==> src/rtl/ldpc_dec_sched_if.sv <==
// Decoder-side bus of the LDPC frame scheduler: frame input strobes/data towards the
// decoder, plus its ready flag and output strobes/tag coming back.
interface ldpc_dec_sched_if #(
  parameter int pLLR_W        = 5,
  parameter int pLLR_BY_CYCLE = 2,
  parameter int pTAG_W        = 4
);
  logic                              dec_ordy;
  logic                              dec_isop;
  logic                              dec_ieop;
  logic                              dec_ival;
  logic [pLLR_BY_CYCLE*pLLR_W-1:0]   dec_iLLR;
  logic [7:0]                        dec_iNiter;
  logic                              dec_ifmode;
  logic [pTAG_W-1:0]                 dec_itag;
  logic                              dec_oval;
  logic                              dec_oeop;
  logic [pTAG_W-1:0]                 dec_otag;

  modport master (
    input  dec_ordy, dec_oval, dec_oeop, dec_otag,
    output dec_isop, dec_ieop, dec_ival, dec_iLLR, dec_iNiter, dec_ifmode, dec_itag
  );

  modport slave (
    output dec_ordy, dec_oval, dec_oeop, dec_otag,
    input  dec_isop, dec_ieop, dec_ival, dec_iLLR, dec_iNiter, dec_ifmode, dec_itag
  );
endinterface

==> src/rtl/ldpc_dec_sched.sv <==
// Round-robin whole-frame scheduler feeding one shared LDPC decoder: fixes frame length
// (pad short / drop overrun), tags frames with their channel and demuxes decoder outputs.
module ldpc_dec_sched #(
  parameter int pNCH          = 4,
  parameter int pCH_W         = $clog2(pNCH),
  parameter int pLLR_W        = 5,
  parameter int pLLR_BY_CYCLE = 2,
  parameter int pFRAME_WORDS  = 32,
  parameter int pUTAG_W       = 2,
  parameter int pTAG_W        = pCH_W + pUTAG_W
) (
  input  logic                                iclk,
  input  logic                                ireset,
  input  logic                                iclkena,
  input  logic [pNCH-1:0]                     ich_sop,
  input  logic [pNCH-1:0]                     ich_eop,
  input  logic [pNCH-1:0]                     ich_val,
  input  logic [pNCH*pLLR_BY_CYCLE*pLLR_W-1:0] ich_LLR,
  input  logic [pNCH*8-1:0]                   ich_niter,
  input  logic [pNCH-1:0]                     ich_fmode,
  input  logic [pNCH*pUTAG_W-1:0]             ich_utag,
  output logic [pNCH-1:0]                     och_rdy,
  ldpc_dec_sched_if.master                    dec,
  output logic [pNCH-1:0]                     och_oval,
  output logic [pNCH-1:0]                     och_oeop,
  output logic [pNCH-1:0]                     ostat_pad,
  output logic [pNCH-1:0]                     ostat_ovf
);

  localparam int WORD_W = pLLR_BY_CYCLE * pLLR_W;
  localparam int CNT_W  = $clog2(pFRAME_WORDS);
  localparam logic [CNT_W-1:0] LAST_CNT = CNT_W'(pFRAME_WORDS - 1);

  typedef enum logic [1:0] {IDLE, PASS, PAD, DROP} state_t;

  state_t               state_reg;
  logic [pCH_W-1:0]     ptr_reg;
  logic [pCH_W-1:0]     gnt_reg;
  logic [CNT_W-1:0]     cnt_reg;
  logic [7:0]           niter_reg;
  logic                 fmode_reg;
  logic [pUTAG_W-1:0]   utag_reg;
  logic [pNCH-1:0]      rdy_reg;
  logic [pNCH-1:0]      pad_reg;
  logic [pNCH-1:0]      ovf_reg;
  logic                 isop_reg;
  logic                 ieop_reg;
  logic                 ival_reg;
  logic [WORD_W-1:0]    llr_reg;
  logic [7:0]           initer_reg;
  logic                 ifmode_reg;
  logic [pTAG_W-1:0]    itag_reg;

  logic [pNCH-1:0]      req;
  logic                 gnt_any;
  logic [pCH_W-1:0]     gnt_idx;
  logic [pCH_W-1:0]     ptr_next;
  logic                 sel_val;
  logic                 sel_eop;
  logic [WORD_W-1:0]    sel_llr;
  logic [pCH_W-1:0]     otag_ch;

  assign req = ich_val & ich_sop;

  // Scan from the far end back towards the pointer so the nearest requester wins last.
  always_comb begin
    gnt_any = 1'b0;
    gnt_idx = '0;
    for (int k = pNCH - 1; k >= 0; k--) begin
      if (req[(int'(ptr_reg) + k) % pNCH]) begin
        gnt_any = 1'b1;
        gnt_idx = pCH_W'((int'(ptr_reg) + k) % pNCH);
      end
    end
  end

  assign ptr_next = (gnt_idx == pCH_W'(pNCH - 1)) ? '0 : gnt_idx + 1'b1;
  assign sel_val  = ich_val[gnt_reg];
  assign sel_eop  = ich_eop[gnt_reg];
  assign sel_llr  = ich_LLR[int'(gnt_reg)*WORD_W +: WORD_W];

  always_ff @(posedge iclk or negedge ireset) begin
    if (!ireset) begin
      state_reg  <= IDLE;
      ptr_reg    <= '0;
      gnt_reg    <= '0;
      cnt_reg    <= '0;
      niter_reg  <= '0;
      fmode_reg  <= 1'b0;
      utag_reg   <= '0;
      rdy_reg    <= '0;
      pad_reg    <= '0;
      ovf_reg    <= '0;
      isop_reg   <= 1'b0;
      ieop_reg   <= 1'b0;
      ival_reg   <= 1'b0;
      llr_reg    <= '0;
      initer_reg <= '0;
      ifmode_reg <= 1'b0;
      itag_reg   <= '0;
    end else if (iclkena) begin
      isop_reg <= 1'b0;
      ieop_reg <= 1'b0;
      ival_reg <= 1'b0;
      case (state_reg)
        IDLE: begin
          cnt_reg <= '0;
          if (dec.dec_ordy && gnt_any) begin
            gnt_reg   <= gnt_idx;
            ptr_reg   <= ptr_next;
            niter_reg <= ich_niter[int'(gnt_idx)*8 +: 8];
            fmode_reg <= ich_fmode[gnt_idx];
            utag_reg  <= ich_utag[int'(gnt_idx)*pUTAG_W +: pUTAG_W];
            rdy_reg   <= pNCH'(1) << gnt_idx;
            state_reg <= PASS;
          end
        end
        PASS: begin
          if (sel_val) begin
            ival_reg <= 1'b1;
            llr_reg  <= sel_llr;
            cnt_reg  <= cnt_reg + 1'b1;
            if (cnt_reg == '0) begin
              isop_reg   <= 1'b1;
              initer_reg <= niter_reg;
              ifmode_reg <= fmode_reg;
              itag_reg   <= {gnt_reg, utag_reg};
            end
            if (cnt_reg == LAST_CNT) begin
              ieop_reg <= 1'b1;
              cnt_reg  <= '0;
              if (sel_eop) begin
                rdy_reg   <= '0;
                state_reg <= IDLE;
              end else begin
                // Keep accepting the overrun tail so the source can reach its eop.
                ovf_reg[gnt_reg] <= 1'b1;
                state_reg        <= DROP;
              end
            end else if (sel_eop) begin
              pad_reg[gnt_reg] <= 1'b1;
              rdy_reg          <= '0;
              state_reg        <= PAD;
            end
          end
        end
        PAD: begin
          ival_reg <= 1'b1;
          llr_reg  <= '0;
          cnt_reg  <= cnt_reg + 1'b1;
          if (cnt_reg == LAST_CNT) begin
            ieop_reg  <= 1'b1;
            cnt_reg   <= '0;
            state_reg <= IDLE;
          end
        end
        DROP: begin
          if (sel_val && sel_eop) begin
            rdy_reg   <= '0;
            state_reg <= IDLE;
          end
        end
        default: state_reg <= IDLE;
      endcase
    end
  end

  assign och_rdy        = rdy_reg;
  assign ostat_pad      = pad_reg;
  assign ostat_ovf      = ovf_reg;
  assign dec.dec_isop   = isop_reg;
  assign dec.dec_ieop   = ieop_reg;
  assign dec.dec_ival   = ival_reg;
  assign dec.dec_iLLR   = llr_reg;
  assign dec.dec_iNiter = initer_reg;
  assign dec.dec_ifmode = ifmode_reg;
  assign dec.dec_itag   = itag_reg;

  assign otag_ch = dec.dec_otag[pTAG_W-1 -: pCH_W];

  generate
    for (genvar gi = 0; gi < pNCH; gi++) begin : g_demux
      assign och_oval[gi] = dec.dec_oval & (otag_ch == pCH_W'(gi));
      assign och_oeop[gi] = dec.dec_oeop & (otag_ch == pCH_W'(gi));
    end
  endgenerate

endmodule

==> src/flat_wrapper.sv <==
// flat-port wrapper written by rule: the top's interface ports become plain ports
module ldpc_dec_sched_flat 
#(
  parameter int pNCH          = 4,
  parameter int pCH_W         = $clog2(pNCH),
  parameter int pLLR_W        = 5,
  parameter int pLLR_BY_CYCLE = 2,
  parameter int pFRAME_WORDS  = 32,
  parameter int pUTAG_W       = 2,
  parameter int pTAG_W        = pCH_W + pUTAG_W
)
  (iclk, ireset, iclkena, ich_sop, ich_eop, ich_val, ich_LLR, ich_niter, ich_fmode, ich_utag, och_rdy, och_oval, och_oeop, ostat_pad, ostat_ovf, dec_dec_ordy, dec_dec_oval, dec_dec_oeop, dec_dec_otag, dec_dec_isop, dec_dec_ieop, dec_dec_ival, dec_dec_iLLR, dec_dec_iNiter, dec_dec_ifmode, dec_dec_itag);
  ldpc_dec_sched_if #(.pLLR_W(pLLR_W), .pLLR_BY_CYCLE(pLLR_BY_CYCLE), .pTAG_W(pTAG_W)) dec_i ();
  input  logic iclk;
  input  logic ireset;
  input  logic iclkena;
  input  logic [pNCH-1:0] ich_sop;
  input  logic [pNCH-1:0] ich_eop;
  input  logic [pNCH-1:0] ich_val;
  input  logic [pNCH*pLLR_BY_CYCLE*pLLR_W-1:0] ich_LLR;
  input  logic [pNCH*8-1:0] ich_niter;
  input  logic [pNCH-1:0] ich_fmode;
  input  logic [pNCH*pUTAG_W-1:0] ich_utag;
  output logic [pNCH-1:0] och_rdy;
  output logic [pNCH-1:0] och_oval;
  output logic [pNCH-1:0] och_oeop;
  output logic [pNCH-1:0] ostat_pad;
  output logic [pNCH-1:0] ostat_ovf;
  input wire logic [$bits(dec_i.dec_ordy)-1:0] dec_dec_ordy;
  input wire logic [$bits(dec_i.dec_oval)-1:0] dec_dec_oval;
  input wire logic [$bits(dec_i.dec_oeop)-1:0] dec_dec_oeop;
  input wire logic [$bits(dec_i.dec_otag)-1:0] dec_dec_otag;
  output wire logic [$bits(dec_i.dec_isop)-1:0] dec_dec_isop;
  output wire logic [$bits(dec_i.dec_ieop)-1:0] dec_dec_ieop;
  output wire logic [$bits(dec_i.dec_ival)-1:0] dec_dec_ival;
  output wire logic [$bits(dec_i.dec_iLLR)-1:0] dec_dec_iLLR;
  output wire logic [$bits(dec_i.dec_iNiter)-1:0] dec_dec_iNiter;
  output wire logic [$bits(dec_i.dec_ifmode)-1:0] dec_dec_ifmode;
  output wire logic [$bits(dec_i.dec_itag)-1:0] dec_dec_itag;
  assign dec_i.dec_ordy = dec_dec_ordy;
  assign dec_i.dec_oval = dec_dec_oval;
  assign dec_i.dec_oeop = dec_dec_oeop;
  assign dec_i.dec_otag = dec_dec_otag;
  assign dec_dec_isop = dec_i.dec_isop;
  assign dec_dec_ieop = dec_i.dec_ieop;
  assign dec_dec_ival = dec_i.dec_ival;
  assign dec_dec_iLLR = dec_i.dec_iLLR;
  assign dec_dec_iNiter = dec_i.dec_iNiter;
  assign dec_dec_ifmode = dec_i.dec_ifmode;
  assign dec_dec_itag = dec_i.dec_itag;
  ldpc_dec_sched #(.pNCH(pNCH), .pCH_W(pCH_W), .pLLR_W(pLLR_W), .pLLR_BY_CYCLE(pLLR_BY_CYCLE), .pFRAME_WORDS(pFRAME_WORDS), .pUTAG_W(pUTAG_W), .pTAG_W(pTAG_W)) u_core (.iclk(iclk), .ireset(ireset), .iclkena(iclkena), .ich_sop(ich_sop), .ich_eop(ich_eop), .ich_val(ich_val), .ich_LLR(ich_LLR), .ich_niter(ich_niter), .ich_fmode(ich_fmode), .ich_utag(ich_utag), .och_rdy(och_rdy), .dec(dec_i), .och_oval(och_oval), .och_oeop(och_oeop), .ostat_pad(ostat_pad), .ostat_ovf(ostat_ovf));
endmodule
==> config.mk <==
export PLATFORM = sky130hd
export DESIGN_NAME = ldpc_dec_sched_flat
export DESIGN_NICKNAME = d
export VERILOG_FILES = /design/src/rtl/ldpc_dec_sched_if.sv /design/src/rtl/ldpc_dec_sched.sv /design/src/flat_wrapper.sv
export SDC_FILE = /design/constraint.sdc
export NUM_CORES = 1
export LEC_CHECK = 0
export ABC_AREA = 1
export ABC_CLOCK_PERIOD_IN_PS = 1960
export CAP_MARGIN = 20
export CORE_UTILIZATION = 39
export CTS_CLUSTER_DIAMETER = 50
export DETAILED_ROUTE_END_ITERATION = 10
export PLACE_DENSITY_LB_ADDON = 0.3
export SETUP_SLACK_MARGIN = 0.3
export SYNTH_ARGS = -nofsm -noshare
export SYNTH_HDL_FRONTEND = slang
export SYNTH_SLANG_ARGS = --single-unit
==> constraint.sdc <==
create_clock -name iclk -period 1.96 [get_ports iclk]
set_input_delay 0.392 -clock iclk [delete_from_list [all_inputs] [get_ports iclk]]
set_output_delay 0.392 -clock iclk [all_outputs]
set_load 0.05 [all_outputs]
## After elaboration in Yosys (flattened, before gate mapping)

Cells that the tools add are included.

| cells by class | value |
|---|---|
| muxes and demuxes | 54 |
| multiply operators | 1 |
| eq/ne operators | 14 |
| magnitude comparators | 7 |
| add/sub/neg operators | 5 |
| reduce and logical (&&, ||, !) cells | 20 |
| bitwise logic cells | 16 |
| shift operators | 4 |

Operators with widths:

| cell | count |
|---|---|
| 40-bit by 32-bit variable part select with 10-bit output | 1 |
| 32-bit by 6-bit variable part select with 8-bit output | 1 |
| 2-bit 2-to-1 mux | 12 |
| 1-bit 2-to-1 mux | 21 |
| 10-bit one-hot mux with 2 select lines | 1 |
| 4-bit 2-to-1 mux | 4 |
| 5-bit one-hot mux with 3 select lines | 1 |
| 1-bit binary-select mux with 2-bit select | 7 |
| 3-bit by 4-bit < comparator with 1-bit output, second input constant | 3 |
| 4-bit one-hot mux with 3 select lines | 1 |
| 6-bit AND reduction | 2 |
| 2-bit equality test, second input constant | 5 |
| 10-bit 2-to-1 mux | 1 |
| 5-bit 2-to-1 mux | 2 |
| 2-bit by 1-bit != test with 1-bit output, second input constant | 5 |
| 5-bit AND reduction | 2 |
| 2-bit by 3-bit < comparator with 1-bit output, second input constant | 3 |
| 3-bit AND reduction | 3 |
| 1-bit bitwise AND | 8 |
| 4-bit OR | 2 |
| 2-bit one-hot mux with 4 select lines | 1 |
| 8-bit by 4-bit variable part select with 2-bit output | 1 |
| 3-bit nonzero test | 2 |
| 2-bit OR reduction | 3 |
| 19 further kinds | 29 |

| word-level totals | value |
|---|---|
| output and inout bits | 46 |
| bits of input ports | 106 |
| word-level logic and storage cells | 138 |
| flip-flop bits (word level) | 60 |

## Logic depth before layout (Yosys ltp)

| logic depth | value |
|---|---|
| word-level depth | 13 |
| depth in mapped cells | 17 |
| mapped depth without buffers | 16 |

## Worst setup path after synthesis

OpenSTA, ideal clock, no wires.

| timing path | value |
|---|---|
| kind | register -> register |
| start point | register u_core.ptr_reg[0] |
| end point | register u_core.ptr_reg[1] |
| setup slack | -63 ps |
| stages on the path, launching flop included | 17 |
| arrival time | 1896 ps |
| data required time | 1833 ps |
| path buffers | 1 |
| cell sequence | dfrtp_1 inv_2 nand2_2 nand2_2 clkinv_1 nand2_1 nand2_1 inv_2 nand2_1 nand2_1 nand2_2 nand2_4 buf_2 inv_1 ha_1 nand2_1 o21ai_0 |

| between the ends | value |
|---|---|
| longest elaborated chain between the ends | 10 |
| elaborated cells between the ends (all ways) | 27 |

Ends and longest elaborated chain:

| element | RTL line | text |
|---|---|---|
| from (decl) | ldpc_dec_sched.sv:37 | `logic [pCH_W-1:0] ptr_reg;` |
| from (signal assigned) | ldpc_dec_sched.sv:110 | `ptr_reg <= ptr_next;` |
| 2-bit adder | ldpc_dec_sched.sv:70, ldpc_dec_sched.sv:72 |  |
| 1-bit binary-select mux with 2-bit select | ldpc_dec_sched.sv:70 | `if (req[(int'(ptr_reg) + k) % pNCH]) begin` |
| 1-bit 2-to-1 mux (not written as such) (2 in a row) | ldpc_dec_sched.sv:70 |  |
| 2-bit 2-to-1 mux (3 in a row) | ldpc_dec_sched.sv:70 |  |
| 2-bit 2-to-1 mux * | ldpc_dec_sched.sv:70 |  |
| net u_core.gnt_idx[0] | ldpc_dec_sched.sv:56 | `logic [pCH_W-1:0] gnt_idx;` |
| 2-bit by 1-bit adder with 2-bit output / 2-bit equality test (equally long branches) | ldpc_dec_sched.sv:77 | `assign ptr_next = (gnt_idx == pCH_W'(pNCH - 1)) ? '0 : gnt_idx + 1'b1;` |
| 2-bit 2-to-1 mux * | ldpc_dec_sched.sv:77 |  |
| net u_core.ptr_next[1] | ldpc_dec_sched.sv:57 | `logic [pCH_W-1:0] ptr_next;` |

The timed path passes the listed nets; every way through them passes the cells marked *. The select of a mux whose other input is x is not followed.
A chain may end at the register's enable or synchronous reset.

## Worst setup path in the final report

| timing path | value |
|---|---|
| start point | register u_core.ptr_reg[0] |
| end point | register u_core.niter_reg[4] |

| between the ends | value |
|---|---|
| longest elaborated chain between the ends | 10 |
| elaborated cells between the ends (all ways) | 25 |

Ends and longest elaborated chain:

| element | RTL line | text |
|---|---|---|
| branches (longest 10 deep; another with 2-bit adder) | n/a |  |
| to (signal assigned) | ldpc_dec_sched.sv:111 | `niter_reg <= ich_niter[int'(gnt_idx)*8 +: 8];` |
| to (decl) | ldpc_dec_sched.sv:40 | `logic [7:0] niter_reg;` |

Parallel ways; which one is timed is not known. The select of a mux whose other input is x is not followed.

==> flow_summary.toml <==
[timing]
max_slew_margin = 0.646
grt_setup_unrepaired = "true"
hold_viol = 0
tightest_slew_ns = 0.533
tns_ns = -0.0562
fmax_ghz = 0.499
fin_skew_ns = 0.0111
drv_slew = 0
min_period_ns = 2.00
setup_slack_ns = -0.0426
hold_ws_ns = 0.0185
setup_viol = 4
timing.final.crit_share = 1.02

[synthesis]
synthSimpleGateAreaFrac = 0.286
ys_top_cells_by_area = "dfrtp_1, nand2_1, nand3_1, inv_1, ha_1"
yosys-mux-area-fraction = 0.0339
yosysSeqAreaShare = 0.411
ys_seq_elements = 60
ys_types = 33
synth.top_cells.by_count = "nand2_1, inv_1, dfrtp_1, nand3_1, o21ai_0"
postSynthCellCount = 484
synth_area_sq_mm = 0.00365
avgSynthCellArea_sq_um = 7.54
synth-adder-area-share = 0.0377
async_flop_share = 1.00
syn_nets = 601
synth_compound_area_frac = 0.128
synth_top_family_by_area = "simple AND/OR/NAND/NOR gates"
synth_xor_area_frac = 0.00240
ys_warn_count = 0
yosys.area.top_type_share = 0.411
synth_flop_cell = "dfrtp_1"
yosysMostFrequentCell = "nand2_1"
synth-edff-count = 0
synth_largest_area_cell = "dfrtp_1"

[power_and_ir_drop]
finalPower_w = 0.0112
leakage_nw = 3.21
power.density_mw_per_mm2 = 1680
p_comb_frac = 0.723
irDropWorstVdd_uv = 1130
pwr-share-seq = 0.186
switching_power_w = 0.00553
swShare = 0.493
pwr-share-clk = 0.090
intPower_w = 0.00568

[cts]
clock_latency_ns = 0.34
clockRootBuffer = "clkbuf_8"
h-tree-depth = 3
numCtsBuffers = 9
clockBufferDepth = 2
path_clk_slew_ns = 0.08
cts_tree = "done"
cts_hold_buf = 0
clock-sinks = 60

[routing]
drt-initial-drc-count = 171
dr_total_vias = 4180
ant_nets = 0
avgViaCountPerCell = 5.16
wl_per_cell_um = 15.4
drc = 0
wirelength_mm = 12.5
dr.pass1.iters = 4

[critical_path]
crit_required_ns = 2.18
max_stage_delay_ns = 0.44
endpoint_kind = "flip-flop"
cp_max_fo = 8
cp-start-kind = "flip-flop"
crit_slowest_cell = "dfrtp_1"
path_common_cell = "nand2_4"
r2r_cells = 14
worstPathCellList = "inv_4 > nand3_2 > nand2_4 > nand2_4 > nand2_4 > inv_4 > nand2_2 > nand2_2 > nand2_4 > nand2_8 > clkbuf_16 > or2_0 > nand3_1 > nand3_1"
cp.arrival_ns = 2.22
crit_type = "reg2reg"

[outcome]
violations = "setup timing"
status = "finished, violations left"

[worst_hold_path]
min_path_type = "in2async"

[floorplan]
fp.dieH_um = 98.7
core_area_sq_mm = 0.00889
fp.dieArea_sq_mm = 0.00975
start_util = 0.410
die_x_um = 98.7
pin_count = 152
core.rowCount = 34

[cells_and_area]
multi_input_area_sq_mm = 0.00240
fillers = 617
largest_reg_flops = 10
area_growth_syn_to_layout_pct = 82.9
drive_above_1_share = 0.333
nets = 814
seqCellArea_sq_mm = 0.00151
antenna_cells = 0

[global_routing]
antenna_found_initial = 0
grt.overflow.total = 0
grt_first_pass_wirelength_mm = 18.3
track_usage = 0.235
grt_pass1_vias = 4073
grt_max_degree = 30

[run]
cap_violations = 0

[place]
dp_hpwl_mm = 8.20
io_buffers = 149
gp_congestion = 0.853
cells by family after synthesis:
group	count (synthesis)
fa+ha+maj	11
buf+inv	91
simple gates	235
mux	11
compound gates	75
flops	60
xor+xnor	1
final timing paths:
kind,from,endpoint,slack (ns)
setup / recovery,u_core.ptr_reg[0],u_core.niter_reg[4],-0.04
setup reg to reg,u_core.ptr_reg[0],u_core.niter_reg[4],-0.04
min in group iclk,u_core.ostat_pad[3],u_core.ostat_pad[3],0.47
max in group asynchronous,ireset,u_core.dec.dec_iNiter[4],1.38
hold / removal,ireset,u_core.cnt_reg[0],0.02
hold reg to reg,u_core.ostat_pad[3],u_core.ostat_pad[3],0.47
power groups by stage:
| stage | Combinational [W] | Sequential [W] | Clock (W) |
|---|---|---|---|
| detailed placement | 0.00602 | 0.00206 | 0 |
| floorplan | 0.00304 | 0.00303 | 0 |
| global route | 0.00869 | 0.00214 | 0.00109 |
| finish | 0.00811 | 0.00209 | 0.00101 |
| CTS | 0.00651 | 0.00205 | 0.00102 |
| global placement | 0.00586 | 0.00204 | 0 |
metrics by stage:
step	util	cells	area [sq um]	setup WS, ns
2_1_floorplan	-	484	3770	0.0291
5_1_grt	0.751	810	6680	-0.114
6_report	0.751	810	6680	-0.0426
3_3_place_gp	0.643	768	5710	-0.297
3_5_place_dp	0.643	768	5710	-0.353
4_1_cts	0.692	793	6150	0.0954
cell usage in the layout (no fill, tap or decap), types with 4 or more instances in the layout:
cell type / netlist / final
a21oi_1: 15 / 12
a22o_1: 8 / 8
buf_12: 0 / 13
buf_4: 2 / 53
buf_6: 2 / 12
clkbuf_8: 0 / 10
clkdlybuf4s15_1: 0 / 17
clkdlybuf4s50_1: 0 / 90
dfrtp_1: 60 / 57
dlygate4sd2_1: 0 / 24
ha_1: 11 / 4
ha_4: 0 / 4
inv_1: 71 / 57
inv_2: 4 / 10
inv_4: 0 / 7
mux2_4: 0 / 11
nand2_1: 132 / 99
nand2_2: 6 / 25
nand2_4: 1 / 13
nand2_8: 0 / 4
nand3_1: 55 / 34
nand3_2: 0 / 18
nor2_4: 0 / 6
nor3_2: 0 / 5
nor3_4: 0 / 4
o211ai_1: 10 / 10
o21ai_0: 24 / 6
o21ai_1: 3 / 14
o21ai_2: 0 / 7
o21bai_1: 8 / 8
or2_0: 13 / 13
worst max-delay path: cells and delay by family (launching register included):
kind	cells	cell delay, ns
simple gates	11	1.08
flops	1	0.44
buf+inv	3	0.35
cell type report:
class / instances / area share
clock buffer: 11 / 0.0212
clock inverter: 5 / 0.00544
inverter: 76 / 0.0472
multi-input combinational: 335 / 0.359
sequential: 60 / 0.225
tap: 108 / 0.0202
timing repair buffer: 215 / 0.321
routing by layer:
layer / global-route usage / part of all wire / up-vias
li1: - / - / 2003
met1: 0.270 / 0.39 / 1939
met2: 0.422 / 0.50 / 205
met3: 0.0617 / 0.082 / 33
met4: 0.0827 / 0.025 / 0
met5: 0 / 0 / -
repair_timing:
item / 4_1_cts / 5_1_grt
gates cloned: 1 / 3
buffers inserted: 8 / 14
endpoints found under the setup margin: 87 / 78
gates resized for setup: 110 / 125
pin swaps: 20 / 40
(Power assumes the default switching activity.)
